[config.mk]
export PLATFORM = sky130hd
export DESIGN_NAME = repeat_seq_counter
export DESIGN_NICKNAME = d
export VERILOG_FILES = /design/src/rtl/repeat_seq_counter_pkg.sv /design/src/rtl/repeat_seq_counter.sv
export SDC_FILE = /design/constraint.sdc
export NUM_CORES = 1
export LEC_CHECK = 0
export ABC_CLOCK_PERIOD_IN_PS = 2000
export BUFFER_PORTS_ARGS = -buffer_cell sky130_fd_sc_hd__buf_2
export CORE_ASPECT_RATIO = 1.2
export CORE_MARGIN = 4
export CORE_UTILIZATION = 35
export CTS_BUF_LIST = sky130_fd_sc_hd__clkbuf_4 sky130_fd_sc_hd__clkbuf_8 sky130_fd_sc_hd__clkbuf_16
export DETAILED_ROUTE_END_ITERATION = 16
export PLACE_DENSITY = 0.63
export SLEW_MARGIN = 10
export SYNTH_ARGS = -nofsm -noshare
export SYNTH_HDL_FRONTEND = slang
export SYNTH_SLANG_ARGS = --single-unit
[constraint.sdc]
create_clock -name clk_i -period 2 [get_ports clk_i]
set_input_delay 0.4 -clock clk_i [delete_from_list [all_inputs] [get_ports clk_i]]
set_output_delay 0.4 -clock clk_i [all_outputs]
set_load 0.1 [all_outputs]
[src/rtl/repeat_seq_counter_pkg.sv]
// Shared encodings for the repeat-sequence counter: FSM states and direction values.
package repeat_seq_counter_pkg;

   // Two-state controller: RUN advances the sequence, HALT holds the terminal value.
   typedef enum logic {
      ST_RUN  = 1'b0,
      ST_HALT = 1'b1
   } state_e;

   // Direction select values for dir_i.
   localparam logic DIR_UP = 1'b0;
   localparam logic DIR_DN = 1'b1;

endpackage

[src/rtl/repeat_seq_counter.sv]
// Repeat-sequence counter: emits each value v in 1..MAX_VAL exactly v times,
// ascending or descending, with enable, wrap-or-halt end mode and restart.
//
// Ports:
//   clk_i       clock, rising edge
//   rst_i       synchronous active-high reset (count=1, rep=1, RUN)
//   en_i        advance enable; low holds all state
//   restart_i   reload START (1 ascending, MAX_VAL descending), clears halt
//   dir_i       0 ascending, 1 descending; sampled at value boundaries
//   wrap_i      1 restart after the terminal value, 0 halt on it
//   count_o     current sequence value (registered)
//   rep_o       repetition index of count_o, 1..count_o (registered)
//   last_rep_o  combinational: rep_o == count_o while not halted
//   seq_done_o  registered one-cycle pulse at the end of a sequence
//   halted_o    registered: holding the terminal value
module repeat_seq_counter #(
   parameter int unsigned WIDTH   = 6,
   parameter int unsigned MAX_VAL = 7
) (
   input  logic             clk_i,
   input  logic             rst_i,
   input  logic             en_i,
   input  logic             restart_i,
   input  logic             dir_i,
   input  logic             wrap_i,
   output logic [WIDTH-1:0] count_o,
   output logic [WIDTH-1:0] rep_o,
   output logic             last_rep_o,
   output logic             seq_done_o,
   output logic             halted_o
);
   import repeat_seq_counter_pkg::*;

   // MAX_VAL must be representable and non-zero.
   if ((MAX_VAL < 1) || (MAX_VAL > ((2 ** WIDTH) - 1))) begin : g_bad_max_val
      $error("repeat_seq_counter: MAX_VAL out of range 1..2^WIDTH-1");
   end

   localparam logic [WIDTH-1:0] MAX_W = WIDTH'(MAX_VAL);
   localparam logic [WIDTH-1:0] ONE_W = WIDTH'(1);

   state_e           state_q, state_d;
   logic [WIDTH-1:0] count_q, count_d;
   logic [WIDTH-1:0] rep_q, rep_d;
   logic             seq_done_q, seq_done_d;
   logic [WIDTH-1:0] start_c;
   logic [WIDTH-1:0] term_c;

   // Sequence endpoints follow the currently presented direction.
   assign start_c = (dir_i == DIR_DN) ? MAX_W : ONE_W;
   assign term_c  = (dir_i == DIR_UP) ? MAX_W : ONE_W;

   // State register; reset always loads 1 regardless of direction.
   always_ff @(posedge clk_i) begin
      if (rst_i) begin
         state_q    <= ST_RUN;
         count_q    <= ONE_W;
         rep_q      <= ONE_W;
         seq_done_q <= 1'b0;
      end else begin
         state_q    <= state_d;
         count_q    <= count_d;
         rep_q      <= rep_d;
         seq_done_q <= seq_done_d;
      end
   end

   // Next-state logic; dir/wrap only matter once the last repetition is reached.
   always_comb begin
      state_d    = state_q;
      count_d    = count_q;
      rep_d      = rep_q;
      seq_done_d = 1'b0;

      if (restart_i) begin
         state_d = ST_RUN;
         count_d = start_c;
         rep_d   = ONE_W;
      end else if (en_i && (state_q == ST_RUN)) begin
         if (rep_q < count_q) begin
            rep_d = rep_q + ONE_W;
         end else if (count_q == term_c) begin
            seq_done_d = 1'b1;
            if (wrap_i) begin
               count_d = start_c;
               rep_d   = ONE_W;
            end else begin
               state_d = ST_HALT;
            end
         end else begin
            count_d = (dir_i == DIR_DN) ? (count_q - ONE_W) : (count_q + ONE_W);
            rep_d   = ONE_W;
         end
      end
   end

   assign count_o    = count_q;
   assign rep_o      = rep_q;
   assign seq_done_o = seq_done_q;
   assign halted_o   = (state_q == ST_HALT);
   assign last_rep_o = (rep_q == count_q) && (state_q == ST_RUN);

endmodule

# Word-level counts from Yosys, hierarchy flattened
# Index checks and enable logic that the tools add are counted.
# Widths: inputs -> output; s select.
[totals] elab_cells=37 regBits=14
[classes] n_mux=12 reduce_logical=8 order_cmp=1 n_bitwise=4 n_addsub=3 eq_ne=5
[op_table] operator="$mux 6" n=9
[op_table] operator="$add 6x1->6 const B" n=2
[op_table] operator="$eq 6x3->1" n=1
[op_table] operator="$eq 6x6->1" n=1
[op_table] operator="$lt 6x6->1" n=1
[op_table] operator="$mux 3" n=2
[op_table] operator="$ne 3x3->1 const B" n=2
[op_table] operator="$sub 6x1->6 const B" n=1
[op_table] operator="$not 1->1" n=4
[op_table] operator="$reduce_and 4->1" n=1
[op_table] operator="$reduce_or 4->1" n=1
[op_table] operator="$reduce_and 3->1" n=1
[op_table] operator="$logic_and 1x1->1" n=2
[op_table] operator="$ne 2x2->1 const B" n=1
[op_table] operator="$reduce_and 2->1" n=1
[op_table] operator="$reduce_bool 2->1" n=1
[op_table] operator="$reduce_or 2->1" n=1
[op_table] operator="$mux 1" n=1

# Depth between registers and ports, before layout
# Gate-level depths: netlist of the first run.
[depth] word_depth=6 depth_mapped=7 depth_no_buf=7

# Least setup slack after synthesis of the first run
# No wires, ideal clock.
[synth_timing] path_kind="register to output" start="reg count_q[5], in the netlist count_o[5]" end="out last_rep_o" stages_incl_launch_ff=5 t_arrival_ps=3668 slack_ps=-2068 n_path_buf=0 required_ps=1600 path_cell_list="dfxtp_1 -> inv_1 -> ha_1 -> nand4_1 -> nor3_1"
[synth_between] elab_chain_cells=2
[synth_lines] item="start, declared" line_no="repeat_seq_counter.sv:43" source="logic [WIDTH-1:0] count_q, count_d;"
[synth_lines] item="start signal, assigned" line_no="repeat_seq_counter.sv:62" source="count_q <= count_d;"
[synth_lines] item="$eq 6x6->1" line_no="repeat_seq_counter.sv:101" source="assign last_rep_o = (rep_q == count_q) && (state_q == ST_RUN);"
[synth_lines] item="$logic_and 1x1->1" line_no="repeat_seq_counter.sv:101"
[synth_lines] item="end, declared" line_no="repeat_seq_counter.sv:28" source="output logic last_rep_o,"
# Every way passes these cells.

# Final worst setup path of the first run
[layout_timing] start="reg count_q[3], in the netlist count_o[3]" end="out last_rep_o"
# Same word-level chain as after synthesis.

==> flow_metrics.py, run 1 <==
metrics = {
    "sta": {
        "slew_viol_final": 0,
        "finalWorstSetupSlack_ps": -0.269,
        "setup_viol": 1,
        "rsz0062_at_grt": "true",
        "worstMarginPinSlew_ps": 486,
        "finalHoldViolCount": 0,
        "fmax_mhz": 500,
        "finalClockSkew_ps": 13.9,
        "period_minus_slack_ps": 2000,
        "final.period_utilization_pct": 100,
        "max_slew_margin_pct": 67.8,
    },
    "yosys": {
        "synth_area_leaders": "dfxtp_1 26%, ha_1 14%, o21ai_0 4.2%",
        "synth_top_area_share_pct": 26.0,
        "netlist_area_um2": 1080,
        "synth_area_per_cell_um2": 8.24,
        "ys_ff_latch": 14,
        "yosysUniqueCellTypes": 35,
        "synthCells": 131,
        "ys_seq_area_share_pct": 26.0,
        "yosysTopAreaCell": "dfxtp_1",
        "syn_nets": 150,
        "yosysWarnings": 0,
    },
    "global_route": {
        "grt_pass1_wl_um": 4690,
        "grt_max_degree": 12,
        "grt_pass1_vias": 1054,
        "antenna_found_initial": 0,
        "grt_usage_pct": 15.3,
        "grt-ovfl-total": 0,
    },
    "final_layout": {
        "drive_gt1_share_pct": 42.9,
        "fin_cells": 202,
        "antenna_cells": 0,
        "areaGrowthSynthToFinish_pct": 39.5,
        "nNetsFinal": 188,
    },
    "clock_tree": {
        "cts-root-buf": "clkbuf_4",
        "ctsHoldBuffers": 0,
        "cts.sinks": 14,
        "clockBufferDepth": 2,
        "cts_buffers": 3,
        "path_clk_slew_ps": 90,
        "clk_latency_ps": 290,
        "cts_tree": "done",
        "htreeDepth": 1,
    },
    "worst_setup_path": {
        "max_stage_delay_ps": 390,
        "critPathArrivalTime_ps": 1600,
        "ff2ff_path_depth": 7,
        "crit_fanout": 5,
        "start_kind": "flip-flop",
        "crit_path_cell_trace": "inv_4 > ha_4 > nand4_1 > buf_4 > nor3_4 > buf_12",
        "crit_required_ps": 1600,
        "critPathKind": "reg -> out",
        "end_kind": "output pin",
        "worst_path_max_delay_cell": "dfxtp_4",
    },
    "placement": {
        "hpwl_um": 2270,
        "place_ws_ps": -54.1,
        "gp_congestion": 0.784,
        "port_buffers": 20,
        "placed_cells": 193,
    },
    "floorplanning": {
        "dieArea_um2": 4040,
        "initial_core_util_pct": 37.7,
        "ios": 21,
        "coreArea_um2": 2860,
        "die_x_um": 58.7,
        "die_h_um": 68.8,
        "fp-row-count": 21,
    },
    "run": {
        "drv_cap": 0,
    },
    "pwr": {
        "leakagePower_nw": 0.638,
        "powerDensity_nw_per_um2": 1010,
        "ir_worst_vdd_mv": 0.814,
    },
    "drt": {
        "drt_iter0_drc": 53,
        "wl_um": 2840,
        "firstDrtPassIters": 4,
        "via_count": 1121,
        "postRouteAntennaNets": 0,
        "drc": 0,
        "wl_per_cell_um": 14.0,
        "vias_per_cell": 5.55,
    },
    "status": {
        "status": "finished with violations",
        "failed_checks": "negative setup slack",
    },
    "hold_path": {
        "holdPathStages": 2,
        "hold_path.class": "in -> reg",
    },
}
-- worst paths after layout --
check                       endpoint  slack (ps)               startpoint
max                       last_rep_o        -0.3  count_o[3]$_SDFFE_PP0P_
min reg2reg    rep_o[1]$_SDFFE_PP0P_         500    rep_o[1]$_SDFFE_PP0P_
min          count_o[2]$_SDFFE_PP0P_         310                    rst_i
max reg2reg  count_o[1]$_SDFFE_PP0P_          70  count_o[2]$_SDFFE_PP0P_
-- layout make-up --
cell class / count / area (µm²)
Timing Repair Buffer: 34 / 220
Sequential cell: 14 / 323
Inverter: 10 / 42.5
Multi-Input combinational cell: 106 / 848
Fill cell: 271 / 1360
Clock buffer: 4 / 30.0
Tap cell: 34 / 42.5
-- routing by layer --
layer	vias to the layer above	wire length, µm	track usage, %
met5	-	0	0
met4	0	82	10.2
met3	7	97	1.68
met2	27	1420	27.2
met1	524	1230	17.1
li1	563	-	-
-- what timing repair did --
| action | 4_1_cts | 5_1_grt |
|---|---|---|
| setup endpoints to repair | 1 | 4 |
| resized for setup | 2 | 3 |
| pin swaps | 1 | 1 |
| buffers inserted | 2 | 3 |
-- state kept, by name (all words and copies together) (netlist names) --
signal      flops
count_o         6
rep_o           6
halted_o        1
seq_done_o      1
-- logic make-up after synthesis --
family	after synthesis	share of synthesized area [%]
buffers and inverters	11	3.82
DFF	14	26.0
muxes	3	2.78
xor gates and xnor gates	1	0.811
and+or+nand+nor	51	25.0
AOI/OAI and AO/OA	38	25.8
adders and majority gates	13	15.8
-- layout by cell type (no fill, tap or decap), types with 2 or more instances in the layout --
cell / count
a2111oi_2: 2
a211oi_1: 2
a21o_1: 3
a21oi_1: 6
a31oi_1: 3
buf_2: 19
buf_4: 14
clkbuf_4: 4
dfxtp_1: 2
dfxtp_4: 11
ha_1: 6
ha_4: 5
inv_1: 5
inv_2: 3
inv_4: 2
mux2i_1: 3
nand2_1: 11
nand2b_1: 2
nand3_1: 8
nand4_1: 3
nor2_1: 9
nor2b_1: 3
nor3_1: 6
nor3_2: 2
o21a_1: 3
o21ai_0: 9
o31a_1: 3
-- critical path: cells and delay by family (launching register included) --
kind	cells	cell delay (ps)
fa+ha+maj	1	250
buf+inv	3	410
flops	1	390
simple gates	2	270
-- Yosys cell counts (all sizes together) --
| cell | n |
|---|---|
| a2111oi | 2 |
| a211oi | 2 |
| a21boi | 1 |
| a21o | 3 |
| a21oi | 7 |
| a22o | 1 |
| a31oi | 4 |
| and3 | 1 |
| and4b | 1 |
| clkbuf | 1 |
| dfxtp | 14 |
| fa | 1 |
| ha | 12 |
| inv | 10 |
| mux2i | 3 |
| nand2 | 11 |
| nand2b | 2 |
| nand3 | 9 |
| nand4 | 3 |
| nand4bb | 1 |
| nor2 | 9 |
| nor2b | 3 |
| nor3 | 9 |
| nor4 | 1 |
| o211ai | 1 |
| o21a | 3 |
| o21ai | 10 |
| o31a | 3 |
| o31ai | 1 |
| or2 | 1 |
| xor2 | 1 |
-- stage by stage --
| step | hold WS [ps] | instance area [µm²] | setup TNS [ps] | power, mW | utilization [%] |
|---|---|---|---|---|---|
| floorplan | 460 | 1180 | -274 | 1.01 | - |
| finish | 306 | 1510 | -0.269 | 1.52 | 52.6 |
| global route | 314 | 1510 | -55.1 | 1.61 | 52.6 |
| global placement | 480 | 1400 | 0 | 1.25 | 48.8 |
| detailed placement | 486 | 1400 | -57.6 | 1.27 | 48.8 |
| CTS | 305 | 1470 | -10.3 | 1.48 | 51.2 |
-- where the power goes --
| group | internal [mW] | switching (mW) |
|---|---|---|
| Combinational | 0.363 | 0.628 |
| Clock | 0.0911 | 0.0973 |
| Sequential | 0.305 | 0.0389 |
| Total | 0.760 | 0.764 |
(Power assumes the default switching activity.)
==> run 2: changes to the inputs <==
--- a/config.mk
+++ b/config.mk
@@ -13,5 +13,5 @@
 export CTS_BUF_LIST = sky130_fd_sc_hd__clkbuf_4 sky130_fd_sc_hd__clkbuf_8 sky130_fd_sc_hd__clkbuf_16
 export DETAILED_ROUTE_END_ITERATION = 16
-export PLACE_DENSITY = 0.63
+export PLACE_DENSITY_LB_ADDON = 0.15
 export SLEW_MARGIN = 10
 export SYNTH_ARGS = -nofsm -noshare
==> constraint.sdc (replaced) <==
create_clock -name clk_i -period 2 [get_ports clk_i]
set_input_delay 0.4 -clock clk_i [delete_from_list [all_inputs] [get_ports clk_i]]
set_output_delay 0.4 -clock clk_i [all_outputs]
set_load 0.005 [all_outputs]
==> flow_metrics.py, run 2 (same netlist as run 1, synthesis figures left out) <==
metrics = {
    "status": {
        "status": "completed",
    },
    "sta": {
        "fmax_mhz": 516,
        "setup_viol": 0,
        "finalHoldViolCount": 0,
        "period_minus_slack_ps": 1940,
        "slew_viol_final": 0,
        "finalSetupTns_ps": 0,
        "max_slew_margin_pct": 75.4,
        "final.period_utilization_pct": 96.9,
        "finalClockSkew_ps": 4.06,
        "worstMarginPinSlew_ps": 368,
    },
    "worst_setup_path": {
        "max_stage_delay_ps": 380,
        "crit_path_cell_trace": "ha_1 > ha_1 > and4b_1 > a22o_1 > a31oi_2 > nor2_1 > a2111oi_2",
        "ff2ff_path_depth": 7,
        "crit_path_start": "count_o[1]$_SDFFE_PP0P_",
        "r2r-start": "count_o[1]$_SDFFE_PP0P_",
        "crit_end": "count_o[2]$_SDFFE_PP0P_",
        "rrSetupSlack_ps": 60,
        "start_kind": "flip-flop",
        "rr_endpoint": "count_o[2]$_SDFFE_PP0P_",
        "crit_fanout": 3,
        "end_kind": "flip-flop",
        "worst_path_max_delay_cell": "dfxtp_1",
        "critPathKind": "reg -> reg",
        "crit_required_ps": 2180,
        "critPathArrivalTime_ps": 2120,
        "cp_common_cell": "ha_1",
    },
    "global_route": {
        "grt_pass1_wl_um": 4720,
        "grt_usage_pct": 15.2,
        "antenna_found_initial": 0,
        "grt_pass1_vias": 1098,
        "grt-ovfl-total": 0,
        "grt_max_degree": 10,
    },
    "final_layout": {
        "drive_gt1_share_pct": 33.0,
        "fin_cells": 210,
        "antenna_cells": 0,
        "mostFrequentLayoutCell": "buf_4",
        "nNetsFinal": 197,
        "fin_util_pct": 50.2,
        "final_cell_mix": "23 x buf_4, 20 x buf_2, 14 x dfxtp_1, 12 x ha_1, 11 x nand2_1",
        "stdcell_area_um2": 1440,
        "n_fill_cell": 297,
        "areaGrowthSynthToFinish_pct": 33.3,
    },
    "drt": {
        "via_count": 1130,
        "wl_um": 2900,
        "firstDrtPassIters": 4,
        "vias_per_cell": 5.38,
        "postRouteAntennaNets": 0,
        "drc": 0,
        "wl_per_cell_um": 13.8,
        "drt_iter0_drc": 60,
    },
    "clock_tree": {
        "clk_latency_ps": 270,
        "cts_tree": "done",
        "cts_buffers": 3,
        "cts-root-buf": "clkbuf_4",
        "path_clk_slew_ps": 80,
        "htreeDepth": 1,
        "cts.sinks": 14,
        "clockBufferDepth": 2,
    },
    "hold_path": {
        "hold_path.class": "in -> reg",
        "holdPathStages": 2,
    },
    "placement": {
        "placed_cells": 206,
        "port_buffers": 20,
        "gp_congestion": 0.756,
        "placed_area_um2": 1380,
        "hpwl_um": 2350,
    },
    "pwr": {
        "powerDensity_nw_per_um2": 793,
        "ir_worst_vdd_mv": 0.444,
        "finalPower_mw": 1.14,
        "clkPwrFrac_pct": 13.8,
        "switchingPower_mw": 0.455,
        "pwr-share-seq_pct": 28.2,
        "leakagePower_nw": 0.661,
        "p_comb_share_pct": 58.0,
        "p_int_mw": 0.686,
        "p_sw_share_pct": 39.9,
    },
    "floorplanning": {
        "die_h_um": 68.8,
        "coreArea_um2": 2860,
        "dieArea_um2": 4040,
        "die_x_um": 58.7,
        "ios": 21,
        "fp-row-count": 21,
        "initial_core_util_pct": 37.7,
    },
    "run": {
        "drv_cap": 0,
    },
}
-- run 2: worst min path at each step --
stage                                startpoint                      end  slack, ps
after floorplan                           rst_i  count_o[1]$_SDFFE_PP0P_        470
after global placement    rep_o[5]$_SDFFE_PP0P_    rep_o[5]$_SDFFE_PP0P_        510
after detailed placement  rep_o[1]$_SDFFE_PP0P_    rep_o[1]$_SDFFE_PP0P_        540
after CTS                                 rst_i  count_o[2]$_SDFFE_PP0P_        330
after global routing                      rst_i  count_o[2]$_SDFFE_PP0P_        340
final                                     rst_i  count_o[2]$_SDFFE_PP0P_        340
-- run 2: power groups by stage --
stage          combinational, mW  clock, mW  sequential, mW
2_1_floorplan              0.354          0           0.340
3_3_place_gp               0.601          0           0.327
3_5_place_dp               0.612          0           0.328
4_1_cts                    0.616      0.165           0.321
5_1_grt                    0.734      0.174           0.325
6_report                   0.662      0.157           0.322
-- run 2: repair_timing --
item / CTS / global route
buffers inserted: 0 / 1
setup endpoints to repair: 0 / 4
gates resized for setup: 0 / 4
hold buffers: 0 / 0
-- run 2: layout make-up --
class	instances	area [µm²]	area share (%)
multi-input combinational	106	783	54.4
sequential	14	280	19.5
timing repair buffer	43	273	19.0
tap	34	42.5	2.96
inverter	10	37.5	2.61
clock buffer	3	22.5	1.57
-- run 2: worst max-delay path: cells and delay by family (launching register included) --
kind,cells,cell delay [ps]
flops,1,380
simple gates,2,250
fa+ha+maj,2,470
compound gates,3,760
-- run 2: per-layer routing --
layer	up-vias	part of all wire, %	GRT usage [%]
li1	576	-	-
met1	537	41	16.8
met4	0	1.2	7.08
met2	15	55	29.1
met5	-	0	0
met3	2	2.6	1.30
-- run 2: metrics by stage --
stage,setup WS (ps),hold WS [ps]
after floorplan,98.0,469
after global placement,-17.5,508
after detailed placement,-88.7,535
after CTS,23.9,328
after global routing,-64.3,341
final,61.8,338
